File: config.mk
export PLATFORM = sky130hd
export DESIGN_NAME = pe_array_sched
export DESIGN_NICKNAME = d
export VERILOG_FILES = /design/src/rtl/pe_array_sched_pkg.sv /design/src/rtl/pe_array_sched_lat_pipe.sv /design/src/rtl/pe_array_sched.sv
export SDC_FILE = /design/constraint.sdc
export NUM_CORES = 1
export LEC_CHECK = 0
export CORE_MARGIN = 2
export CORE_UTILIZATION = 50
export CTS_BUF_LIST = sky130_fd_sc_hd__clkbuf_4 sky130_fd_sc_hd__clkbuf_8
export CTS_CLUSTER_SIZE = 25
export DETAILED_ROUTE_END_ITERATION = 8
export PLACE_DENSITY = 0.71
export REMOVE_ABC_BUFFERS = 1
export SLEW_MARGIN = 15
export SYNTH_ARGS = -nofsm -noshare
export SYNTH_HDL_FRONTEND = slang
export SYNTH_HIERARCHICAL = 1
export SYNTH_SLANG_ARGS = --single-unit
export TNS_END_PERCENT = 10
File: constraint.sdc
create_clock -name clk -period 11.3 [get_ports clk]
set_clock_uncertainty 0.2 [all_clocks]
set_input_delay 2.26 -clock clk [delete_from_list [all_inputs] [get_ports clk]]
set_output_delay 2.26 -clock clk [all_outputs]
set_load 0.01 [all_outputs]
File: src/rtl/pe_array_sched_pkg.sv
// Shared types, geometry constants and address helpers for the 7x7-by-3x3
// convolution scheduler.
package pe_array_sched_pkg;

    typedef enum logic [2:0] {
        ST_IDLE  = 3'd0,
        ST_FETCH = 3'd1,
        ST_FLUSH = 3'd2,
        ST_FIRE  = 3'd3,
        ST_COMP  = 3'd4,
        ST_DRAIN = 3'd5
    } state_e;

    localparam int unsigned ADDR_W    = 6;
    localparam int unsigned ROW_W     = 3;
    localparam int unsigned WORD_W    = 4;
    localparam int unsigned SEL_W     = 3;
    localparam int unsigned XFER_W    = 5;
    localparam int unsigned NUM_ROWS  = 7;
    localparam int unsigned DATA_LEN  = 7;
    localparam int unsigned FILT_LEN  = 3;
    localparam int unsigned FILT_ROWS = 3;
    localparam int unsigned OUT_DIM   = 5;
    localparam int unsigned OUT_COUNT = OUT_DIM * OUT_DIM;
    localparam int unsigned DATA_BASE = 0;
    localparam int unsigned FILT_BASE = 49;

    // One ROM issue as tracked by the strobe delay line.
    typedef struct packed {
        logic valid;
        logic is_filt;
    } issue_t;

    // Rows 0..FILT_ROWS-1 also carry one filter row after the data row.
    function automatic logic [WORD_W-1:0] words_in_row(input logic [ROW_W-1:0] row);
        if (row < ROW_W'(FILT_ROWS)) begin
            return WORD_W'(DATA_LEN + FILT_LEN);
        end
        return WORD_W'(DATA_LEN);
    endfunction

    function automatic logic is_filt_word(input logic [WORD_W-1:0] word);
        return word >= WORD_W'(DATA_LEN);
    endfunction

    function automatic logic [ADDR_W-1:0] fetch_addr(input logic [ROW_W-1:0]  row,
                                                     input logic [WORD_W-1:0] word);
        logic [ADDR_W-1:0] r;
        logic [ADDR_W-1:0] w;
        r = ADDR_W'(row);
        w = ADDR_W'(word);
        if (!is_filt_word(word)) begin
            return ADDR_W'(DATA_BASE) + ADDR_W'(DATA_LEN) * r + w;
        end
        return ADDR_W'(FILT_BASE) + ADDR_W'(FILT_LEN) * r + (w - ADDR_W'(DATA_LEN));
    endfunction

endpackage

File: src/rtl/pe_array_sched_lat_pipe.sv
// ROM-latency delay line turning issued reads into row-buffer shift strobes.
module sched_lat_pipe
    import pe_array_sched_pkg::*;
#(
    parameter int unsigned ROM_LAT = 2
) (
    input  logic   clk,
    input  logic   rst,
    input  logic   flush_i,
    input  issue_t issue_i,
    output logic   shift_data_o,
    output logic   shift_filt_o
);

    localparam int unsigned LAST = ROM_LAT - 1;

    issue_t stage_q [ROM_LAT];
    logic   shift_data_q;
    logic   shift_filt_q;

    // issue_i is the next-cycle issue, so ROM_LAT stages plus the strobe
    // register land the strobe ROM_LAT cycles after rom_read is seen.
    always_ff @(posedge clk or posedge rst) begin
        if (rst) begin
            for (int i = 0; i < int'(ROM_LAT); i++) begin
                stage_q[i] <= '0;
            end
            shift_data_q <= 1'b0;
            shift_filt_q <= 1'b0;
        end else if (flush_i) begin
            for (int i = 0; i < int'(ROM_LAT); i++) begin
                stage_q[i] <= '0;
            end
            shift_data_q <= 1'b0;
            shift_filt_q <= 1'b0;
        end else begin
            stage_q[0] <= issue_i;
            for (int i = 1; i < int'(ROM_LAT); i++) begin
                stage_q[i] <= stage_q[i-1];
            end
            shift_data_q <= stage_q[LAST].valid & ~stage_q[LAST].is_filt;
            shift_filt_q <= stage_q[LAST].valid &  stage_q[LAST].is_filt;
        end
    end

    assign shift_data_o = shift_data_q;
    assign shift_filt_o = shift_filt_q;

endmodule

File: src/rtl/pe_array_sched.sv
// Scheduler for one 7x7-by-3x3 convolution: ROM row fetch, PE row loading,
// wait for the array, then a 25-element handshaked output drain.
module pe_array_sched
    import pe_array_sched_pkg::*;
#(
    parameter int unsigned ROM_LAT      = 2,
    parameter int unsigned COMP_TIMEOUT = 255
) (
    input  logic                clk,
    input  logic                rst,
    input  logic                start,
    input  logic                clr,
    output logic [ADDR_W-1:0]   rom_addr,
    output logic                rom_read,
    output logic                buf_clr,
    output logic                buf_shift_data,
    output logic                buf_shift_filt,
    output logic [NUM_ROWS-1:0] row_en,
    input  logic                array_done,
    output logic [SEL_W-1:0]    out_col,
    output logic [SEL_W-1:0]    out_idx,
    output logic                out_valid,
    input  logic                out_ready,
    output logic                busy,
    output logic                done,
    output logic                err
);

    localparam int unsigned LAT_W = (ROM_LAT > 1) ? $clog2(ROM_LAT) : 1;
    localparam int unsigned TMO_W = (COMP_TIMEOUT > 1) ? $clog2(COMP_TIMEOUT) : 1;

    state_e              state_q, state_d;
    logic [ROW_W-1:0]    row_q, row_d;
    logic [WORD_W-1:0]   word_q, word_d;
    logic [LAT_W-1:0]    lat_q, lat_d;
    logic [TMO_W-1:0]    tmo_q, tmo_d;
    logic [SEL_W-1:0]    col_q, col_d;
    logic [SEL_W-1:0]    idx_q, idx_d;
    logic [XFER_W-1:0]   xfer_q, xfer_d;

    logic [ADDR_W-1:0]   rom_addr_q, rom_addr_d;
    logic                rom_read_q, rom_read_d;
    logic                buf_clr_q, buf_clr_d;
    logic [NUM_ROWS-1:0] row_en_q, row_en_d;
    logic                out_valid_q, out_valid_d;
    logic                busy_q, busy_d;
    logic                done_q, done_d;
    logic                err_q, err_d;
    issue_t              issue_d;

    // Next-state logic; outputs are decoded from the next state so that
    // every output is a flop that moves together with the state.
    always_comb begin
        state_d  = state_q;
        row_d    = row_q;
        word_d   = word_q;
        lat_d    = lat_q;
        tmo_d    = tmo_q;
        col_d    = col_q;
        idx_d    = idx_q;
        xfer_d   = xfer_q;
        buf_clr_d = 1'b0;
        done_d   = 1'b0;
        err_d    = 1'b0;

        if (clr) begin
            state_d = ST_IDLE;
            row_d   = '0;
            word_d  = '0;
            lat_d   = '0;
            tmo_d   = '0;
            col_d   = '0;
            idx_d   = '0;
            xfer_d  = '0;
        end else begin
            unique case (state_q)
                ST_IDLE: begin
                    if (start) begin
                        state_d   = ST_FETCH;
                        row_d     = '0;
                        word_d    = '0;
                        buf_clr_d = 1'b1;
                    end
                end
                ST_FETCH: begin
                    if (word_q == words_in_row(row_q) - WORD_W'(1)) begin
                        state_d = ST_FLUSH;
                        word_d  = '0;
                        lat_d   = '0;
                    end else begin
                        word_d = word_q + WORD_W'(1);
                    end
                end
                ST_FLUSH: begin
                    if (lat_q == LAT_W'(ROM_LAT - 1)) begin
                        state_d = ST_FIRE;
                        lat_d   = '0;
                    end else begin
                        lat_d = lat_q + LAT_W'(1);
                    end
                end
                ST_FIRE: begin
                    if (row_q == ROW_W'(NUM_ROWS - 1)) begin
                        state_d = ST_COMP;
                        row_d   = '0;
                        tmo_d   = '0;
                    end else begin
                        state_d = ST_FETCH;
                        row_d   = row_q + ROW_W'(1);
                        word_d  = '0;
                    end
                end
                ST_COMP: begin
                    if (array_done) begin
                        state_d = ST_DRAIN;
                        tmo_d   = '0;
                        col_d   = '0;
                        idx_d   = '0;
                        xfer_d  = '0;
                    end else if (tmo_q == TMO_W'(COMP_TIMEOUT - 1)) begin
                        state_d = ST_IDLE;
                        tmo_d   = '0;
                        err_d   = 1'b1;
                    end else begin
                        tmo_d = tmo_q + TMO_W'(1);
                    end
                end
                ST_DRAIN: begin
                    if (out_valid_q && out_ready) begin
                        if (xfer_q == XFER_W'(OUT_COUNT - 1)) begin
                            state_d = ST_IDLE;
                            col_d   = '0;
                            idx_d   = '0;
                            xfer_d  = '0;
                            done_d  = 1'b1;
                        end else begin
                            xfer_d = xfer_q + XFER_W'(1);
                            if (idx_q == SEL_W'(OUT_DIM - 1)) begin
                                idx_d = '0;
                                col_d = col_q + SEL_W'(1);
                            end else begin
                                idx_d = idx_q + SEL_W'(1);
                            end
                        end
                    end
                end
                default: begin
                    state_d = ST_IDLE;
                end
            endcase
        end

        rom_read_d     = (state_d == ST_FETCH);
        rom_addr_d     = rom_read_d ? fetch_addr(row_d, word_d) : '0;
        issue_d.valid  = rom_read_d;
        issue_d.is_filt = rom_read_d && is_filt_word(word_d);
        row_en_d       = (state_d == ST_FIRE) ? (NUM_ROWS'(1) << row_d) : '0;
        out_valid_d    = (state_d == ST_DRAIN);
        busy_d         = (state_d != ST_IDLE);
    end

    always_ff @(posedge clk or posedge rst) begin
        if (rst) begin
            state_q     <= ST_IDLE;
            row_q       <= '0;
            word_q      <= '0;
            lat_q       <= '0;
            tmo_q       <= '0;
            col_q       <= '0;
            idx_q       <= '0;
            xfer_q      <= '0;
            rom_addr_q  <= '0;
            rom_read_q  <= 1'b0;
            buf_clr_q   <= 1'b0;
            row_en_q    <= '0;
            out_valid_q <= 1'b0;
            busy_q      <= 1'b0;
            done_q      <= 1'b0;
            err_q       <= 1'b0;
        end else begin
            state_q     <= state_d;
            row_q       <= row_d;
            word_q      <= word_d;
            lat_q       <= lat_d;
            tmo_q       <= tmo_d;
            col_q       <= col_d;
            idx_q       <= idx_d;
            xfer_q      <= xfer_d;
            rom_addr_q  <= rom_addr_d;
            rom_read_q  <= rom_read_d;
            buf_clr_q   <= buf_clr_d;
            row_en_q    <= row_en_d;
            out_valid_q <= out_valid_d;
            busy_q      <= busy_d;
            done_q      <= done_d;
            err_q       <= err_d;
        end
    end

    // clr flushes in-flight issues so no stale shift strobe follows an abort.
    sched_lat_pipe #(
        .ROM_LAT (ROM_LAT)
    ) u_lat_pipe (
        .clk          (clk),
        .rst          (rst),
        .flush_i      (clr),
        .issue_i      (issue_d),
        .shift_data_o (buf_shift_data),
        .shift_filt_o (buf_shift_filt)
    );

    assign rom_addr  = rom_addr_q;
    assign rom_read  = rom_read_q;
    assign buf_clr   = buf_clr_q;
    assign row_en    = row_en_q;
    assign out_col   = col_q;
    assign out_idx   = idx_q;
    assign out_valid = out_valid_q;
    assign busy      = busy_q;
    assign done      = done_q;
    assign err       = err_q;

endmodule

## Word level (Yosys, flattened, before mapping)

Cells that the tools add are included.

| storage, ports and cells | value |
|---|---|
| bits in registers | 55 |
| output and inout bits | 27 |

| operators by class | value |
|---|---|
| $add $sub $neg | 12 |
| multipliers | 2 |
| $lt $le $gt $ge | 2 |
| equality and inequality tests | 18 |
| shift operators | 1 |
| muxes and demuxes | 68 |
| bitwise operators | 3 |
| reduce and logical (&&, ||, !) cells | 11 |

Operator list:

| kind | count |
|---|---|
| 3-bit two-way mux | 21 |
| 4-bit two-way mux | 9 |
| 8-bit two-way mux | 4 |
| 5-bit two-way mux | 4 |
| 1-bit two-way mux | 19 |
| 3-bit one-hot mux with 2 select lines | 3 |
| 3-bit one-hot mux with 6 select lines | 1 |
| 8-bit one-hot mux with 2 select lines | 1 |
| 3-bit == test, second input constant | 5 |
| 6-bit two-way mux | 2 |
| 3-bit != test, second input constant | 4 |
| 4-bit one-hot mux with 3 select lines | 1 |
| 3-bit nonzero test | 4 |
| 5-bit one-hot mux with 2 select lines | 1 |
| 3-bit by 1-bit adder with 3-bit output, second input constant | 3 |
| 3-bit by 2-bit == test with 1-bit output, second input constant | 3 |
| 8-bit by 1-bit adder with 8-bit output, second input constant | 1 |
| 8-bit == test, second input constant | 1 |
| 7-bit two-way mux | 1 |
| 1-bit by 3-bit left shift with 7-bit output, first input constant | 1 |
| 6-bit by 4-bit adder with 6-bit output | 1 |
| 6-bit by 5-bit adder with 6-bit output, first input constant | 1 |
| 6-bit adder | 1 |
| 3-bit by 1-bit == test with 1-bit output, second input constant | 2 |
| 20 further kinds | 23 |

## Depth between registers and ports, before layout

| depth | value |
|---|---|
| depth after elaboration | 16 |
| depth in mapped cells | 17 |

## Cells and area by module

Netlist, hierarchy kept.

By module, submodules not included:

| module | instances | cells each | area an instance (um^2) |
|---|---|---|---|
| pe_array_sched | 1 | 323 | 3243.1 |
| sched_lat_pipe | 1 | 13 | 206.4 |

## Worst setup path after synthesis

No wires, ideal clock.

| timing | value |
|---|---|
| path type | input-to-reg |
| start point | input port clr |
| end point | register rom_addr_q[5] (netlist: rom_addr[5]) |
| library setup time | 79 ps |
| arrival | 5486 ps |
| setup slack | 5535 ps |
| stages on the path | 14 |
| cell sequence | clkbuf_1 > clkbuf_1 > a21o_1 > inv_1 > fa_1 > inv_1 > fa_1 > inv_1 > fa_1 > a21o_1 > a21oi_1 > xnor2_1 > nand3_1 > mux2i_1 |

| on the way | value |
|---|---|
| longest elaborated chain between the ends | 6 |
| elaborated cells between the ends (all ways) | 13 |

RTL lines:

| item | line | text |
|---|---|---|
| from (decl) | pe_array_sched.sv:12 | `input logic clr,` |
| 3-bit two-way mux (*) | pe_array_sched.sv:66 | `if (clr) begin` |
| via row_d[0] | pe_array_sched.sv:33 | `logic [ROW_W-1:0] row_q, row_d;` |
| 2-bit by 3-bit multiplier with 5-bit output | pe_array_sched_pkg.sv:55 | `return ADDR_W'(FILT_BASE) + ADDR_W'(FILT_LEN) * r + (w - ADDR_W'(DATA_LEN));` |
| 6-bit by 5-bit adder with 6-bit output | pe_array_sched_pkg.sv:55 |  |
| 6-bit adder | pe_array_sched_pkg.sv:55 |  |
| 6-bit two-way mux (*) | pe_array_sched_pkg.sv:55 |  |
| 6-bit two-way mux (*) | pe_array_sched.sv:154 | `rom_addr_d = rom_read_d ? fetch_addr(row_d, word_d) : '0;` |
| via rom_addr_d[5] | pe_array_sched.sv:41 | `logic [ADDR_W-1:0] rom_addr_q, rom_addr_d;` |
| to (signal assigned) | pe_array_sched.sv:189 | `rom_addr_q <= rom_addr_d;` |
| to (decl) | pe_array_sched.sv:41 |  |

Mark *: on every way through the listed nets, which the timed path passes. The rest lies on a longest branch.
A chain may end at the register's enable or synchronous reset.

## Final worst setup path

Ends and elaborated chain as after synthesis.

==> summary by stage <==
Placed design
In this run the tool buffered the top-level ports with 32 buffer cells. The congestion estimate from routability-driven global placement came to 0.8797. Prior to clock tree synthesis, the placed netlist has a worst setup slack of 4722 ps. Detailed placement finished with a half-perimeter wire length of 4.686 mm. After detailed placement, the design holds a cell count of 436.

Floorplanning
The area of the core is 6719 sq um. The I/O pin count is 33. For this configuration, the core starts out at a cell density of 0.5134. The floorplan has 30 rows. The width of the die is 87.06 um.

The area of the die is 7579 sq um. The die outline height is 87.06 um.

Clocking
Clock tree synthesis selected as its root buffer the cell clkbuf_8. The number of gates resized after cts is 0. In this run the number of H-tree levels came out at 2. Buffers added to address setup during post-CTS repair amount to 0. The later pin in the worst-skew pair is clocked with a latency of 310 ps. The number of clock buffers inserted by TritonCTS is 5.

The TritonCTS clock tree is built. Clock-pin slew was measured on the worst setup and hold paths at 90 ps. The hold buffer count at CTS is 0. The clock sink count is 55.

In this run the deepest clock path goes through 2 buffers.

Synthesis
In this run the cell area of the synthesized design comes to 3450 sq um. Synthesis handed over a netlist of 336 instances. The post-synthesis register bit count is 55. After synthesis, the share of cell area in mux cells is 0.02140.

The share of the Yosys chip area taken by registers is 0.3990. The share of synthesized cell area in full adder, half adder and majority cells is 0.1494. The number of enable-type register cells in the synthesized netlist is 0. Of the total synthesized cell area, the portion taken by AND, OR, NAND and NOR gates is 0.2020. Counting distinct cell types in the post-synthesis netlist gives 67. The flip-flop cell with the highest count after synthesis is dfrtp_1.

Of the total synthesized cell area, the portion taken by XOR and XNOR cells is 0.02285. The number of warning messages in the yosys log is 6. The complex-gate fraction of the synthesized area is 0.1607. The combinational family with the most area after synthesis is simple AND/OR/NAND/NOR gates.

The mean post-synth cell area is 10.27 sq um. Counting flops with an async set or reset pin after synthesis yields a share of 1.000.

Power and ir drop
For this design the static power due to leakage is 1.865 nW. The worst-case IR drop observed on VDD is 80.85 uV. The power per unit of standard cell area is 87.80 nW/um^2.

Global route
The global-route wire length before repair is 11.16 mm. For this run the aggregate overflow at the end of global routing stands at 0. For met2 alone, demand over resource in global routing was 0.3123. In the global route stage, met3 resource usage came out at 0.03033. The met1 routing resource usage after global routing is 0.2466.

The initial antenna violation count is 0. The overall routing resource usage is 0.1855. The pin count of the biggest net entering global routing is 50. met2 is the most crowded layer.

The via count of the first global-routing pass is 2430.

Timing
The maximum clock rate is 161.1 MHz. The final-report hold violation count is 0. The count of pins over their slew limit is 0. Setup slack closes at 5093 ps. Setup repair after global routing left no endpoint under its margin. Measured against its own limit, the worst slew margin works out to 0.3305. The post-route fraction of the period consumed by the critical path is 0.5492. The final setup violation count is 0.

The total negative slack is 0 ps. For the finished layout, the period the worst path requires is 6207 ps. The actual transition at the worst max-transition pin is 1001 ps.

Critical path
The number of cells traversed by the worst register-to-register path is 14. The data required time of the worst path is 11330 ps. The worst setup path is launched from an input pin.

In this run the number of cells on the critical path is 13. The slowest stage of the critical path is the clkdlybuf4s50_1 cell. In this design, the stage delay of the slowest critical-path cell is 1130 ps. The endpoint type of the worst setup path is a flop. The worst path buffer plus inverter count is 4. Walking the worst path, the cells encountered are clkdlybuf4s50_1, or2_2, inv_1, fa_1, inv_1, fa_1, inv_1, fa_1, a21o_1, a21oi_1, xnor2_1, nand3_1, mux2i_1.

The arrival time of data at the critical path endpoint is 6230 ps. The biggest fanout along the worst timing path is 24. The critical path in this run is classified as in -> reg. The kind of cell adding the most delay to the critical path is adder cells.

Finish
The library cell used most frequently in the layout, excluding fill and tap cells, is dfrtp_1. The number of diodes is 0. The area growth from synthesis to layout is 13.06%. The final net count is 406. The fraction of layout instances using a drive strength above 1 is 0.09890. The fill cell total of the finished layout is 563. In the layout the commonest cells are dfrtp_1 (55), clkdlybuf4s50_1 (32), ha_1 (30), nand2_1 (23), inv_1 (21). The number of cells in the finished layout apart from fillers is 444.

Drt
The number of detailed-route iterations in the first pass is 4. The final route contains 2479 vias. The number of vias per cell is 5.583. In the final routed layout, each cell accounts on average for 14.29 um. The final routed wirelength across all metal layers is 6.346 mm. The antenna violation net count after detailed routing is 0. The number of DRC markers in iteration 0 is 175.

The total DRC errors in the routed layout is 0.

Run
Max-cap violations in this run came to 0.

Worst hold path
The path category of the worst min-delay check is reg -> reg. Along the worst hold path, the cell count comes to 1.

Status
The run finished with clean final reports.
metrics by stage:
step / cell area [sq um] / power [mW] / hold slack (ps) / util
CTS: 3899 / 0.3479 / 234.9 / 0.5803
global route: 3900 / 0.3596 / 236.7 / 0.5804
global placement: 3806 / 0.2339 / 208.6 / 0.5665
floorplan: 3386 / 0.2230 / 199.3 / -
finish: 3900 / 0.3424 / 229.0 / 0.5804
detailed placement: 3806 / 0.2344 / 222.2 / 0.5665
final timing paths:
kind	startpoint	end	slack (ps)
hold reg to reg	u_lat_pipe/stage_q[0]	u_lat_pipe/shift_data_o	230
max in group asynchronous	rst	xfer_q[3]	8180
hold / removal	u_lat_pipe/stage_q[0]	u_lat_pipe/shift_data_o	230
min in group asynchronous	rst	u_lat_pipe/stage_q[2]	2010
setup reg to reg	state_q[1]	rom_addr[5]	6980
setup / recovery	clr	rom_addr[5]	5090
state kept, by name, indices dropped and copies added, names as in the netlist, 3 cells and up:
name	count
tmo_q	8
row_en	7
rom_addr	6
xfer_q	5
u_lat_pipe/stage_q	4
word_q	4
out_col	3
out_idx	3
row_q	3
state_q	3
per-layer routing:
metal	up-vias	routed length [um]	share of wire
li1	1229	-	-
met2	35	3153	0.50
met5	-	0	0
met3	7	166	0.026
met4	0	84	0.013
met1	1208	2942	0.46
Yosys cell counts, types with 3 or more instances:
library cell / n / share of area
and2_1: 11 / 0.020
o21ai_0: 18 / 0.026
a21o_1: 6 / 0.013
nand2_1: 23 / 0.025
o31ai_1: 6 / 0.013
nand3b_1: 4 / 0.0087
nand3_1: 17 / 0.025
nor2b_1: 7 / 0.013
and2b_2: 4 / 0.010
nor3_1: 5 / 0.0073
o21ai_1: 5 / 0.0073
fa_1: 7 / 0.041
mux2i_1: 4 / 0.012
dfrtp_1: 55 / 0.40
buf_2: 6 / 0.0087
xor2_1: 4 / 0.010
nand4_1: 5 / 0.0091
inv_1: 22 / 0.024
ha_1: 30 / 0.11
nor2_1: 16 / 0.017
xnor2_1: 5 / 0.013
a21oi_1: 15 / 0.022
clkbuf_1: 4 / 0.0044
nor3b_1: 3 / 0.0065
power breakdown:
part	internal, mW	switching (mW)	leakage [nW]	total [mW]
combinational	0.0107	0.0180	1.06	0.0287
clock	0.0471	0.0654	0.0452	0.112
sequential	0.199	0.00242	0.762	0.201
total	0.257	0.0858	1.87	0.342
logic make-up after synthesis:
family	count (synthesis)
flops	55
fa+ha+maj	37
xor+xnor	9
mux	6
compound gates	74
buf+inv	36
simple gates	119
cell type report:
class / instances / area (sq um) / area share
Inverter: 24 / 91.34 / 0.02342
Multi-Input combinational cell: 245 / 1919 / 0.4921
Tap cell: 80 / 100.1 / 0.02567
Clock inverter: 2 / 16.27 / 0.004171
Sequential cell: 55 / 1376 / 0.3529
Clock buffer: 6 / 76.32 / 0.01957
Timing Repair Buffer: 32 / 320.3 / 0.08213
Power figures use the tool's default switching activity.
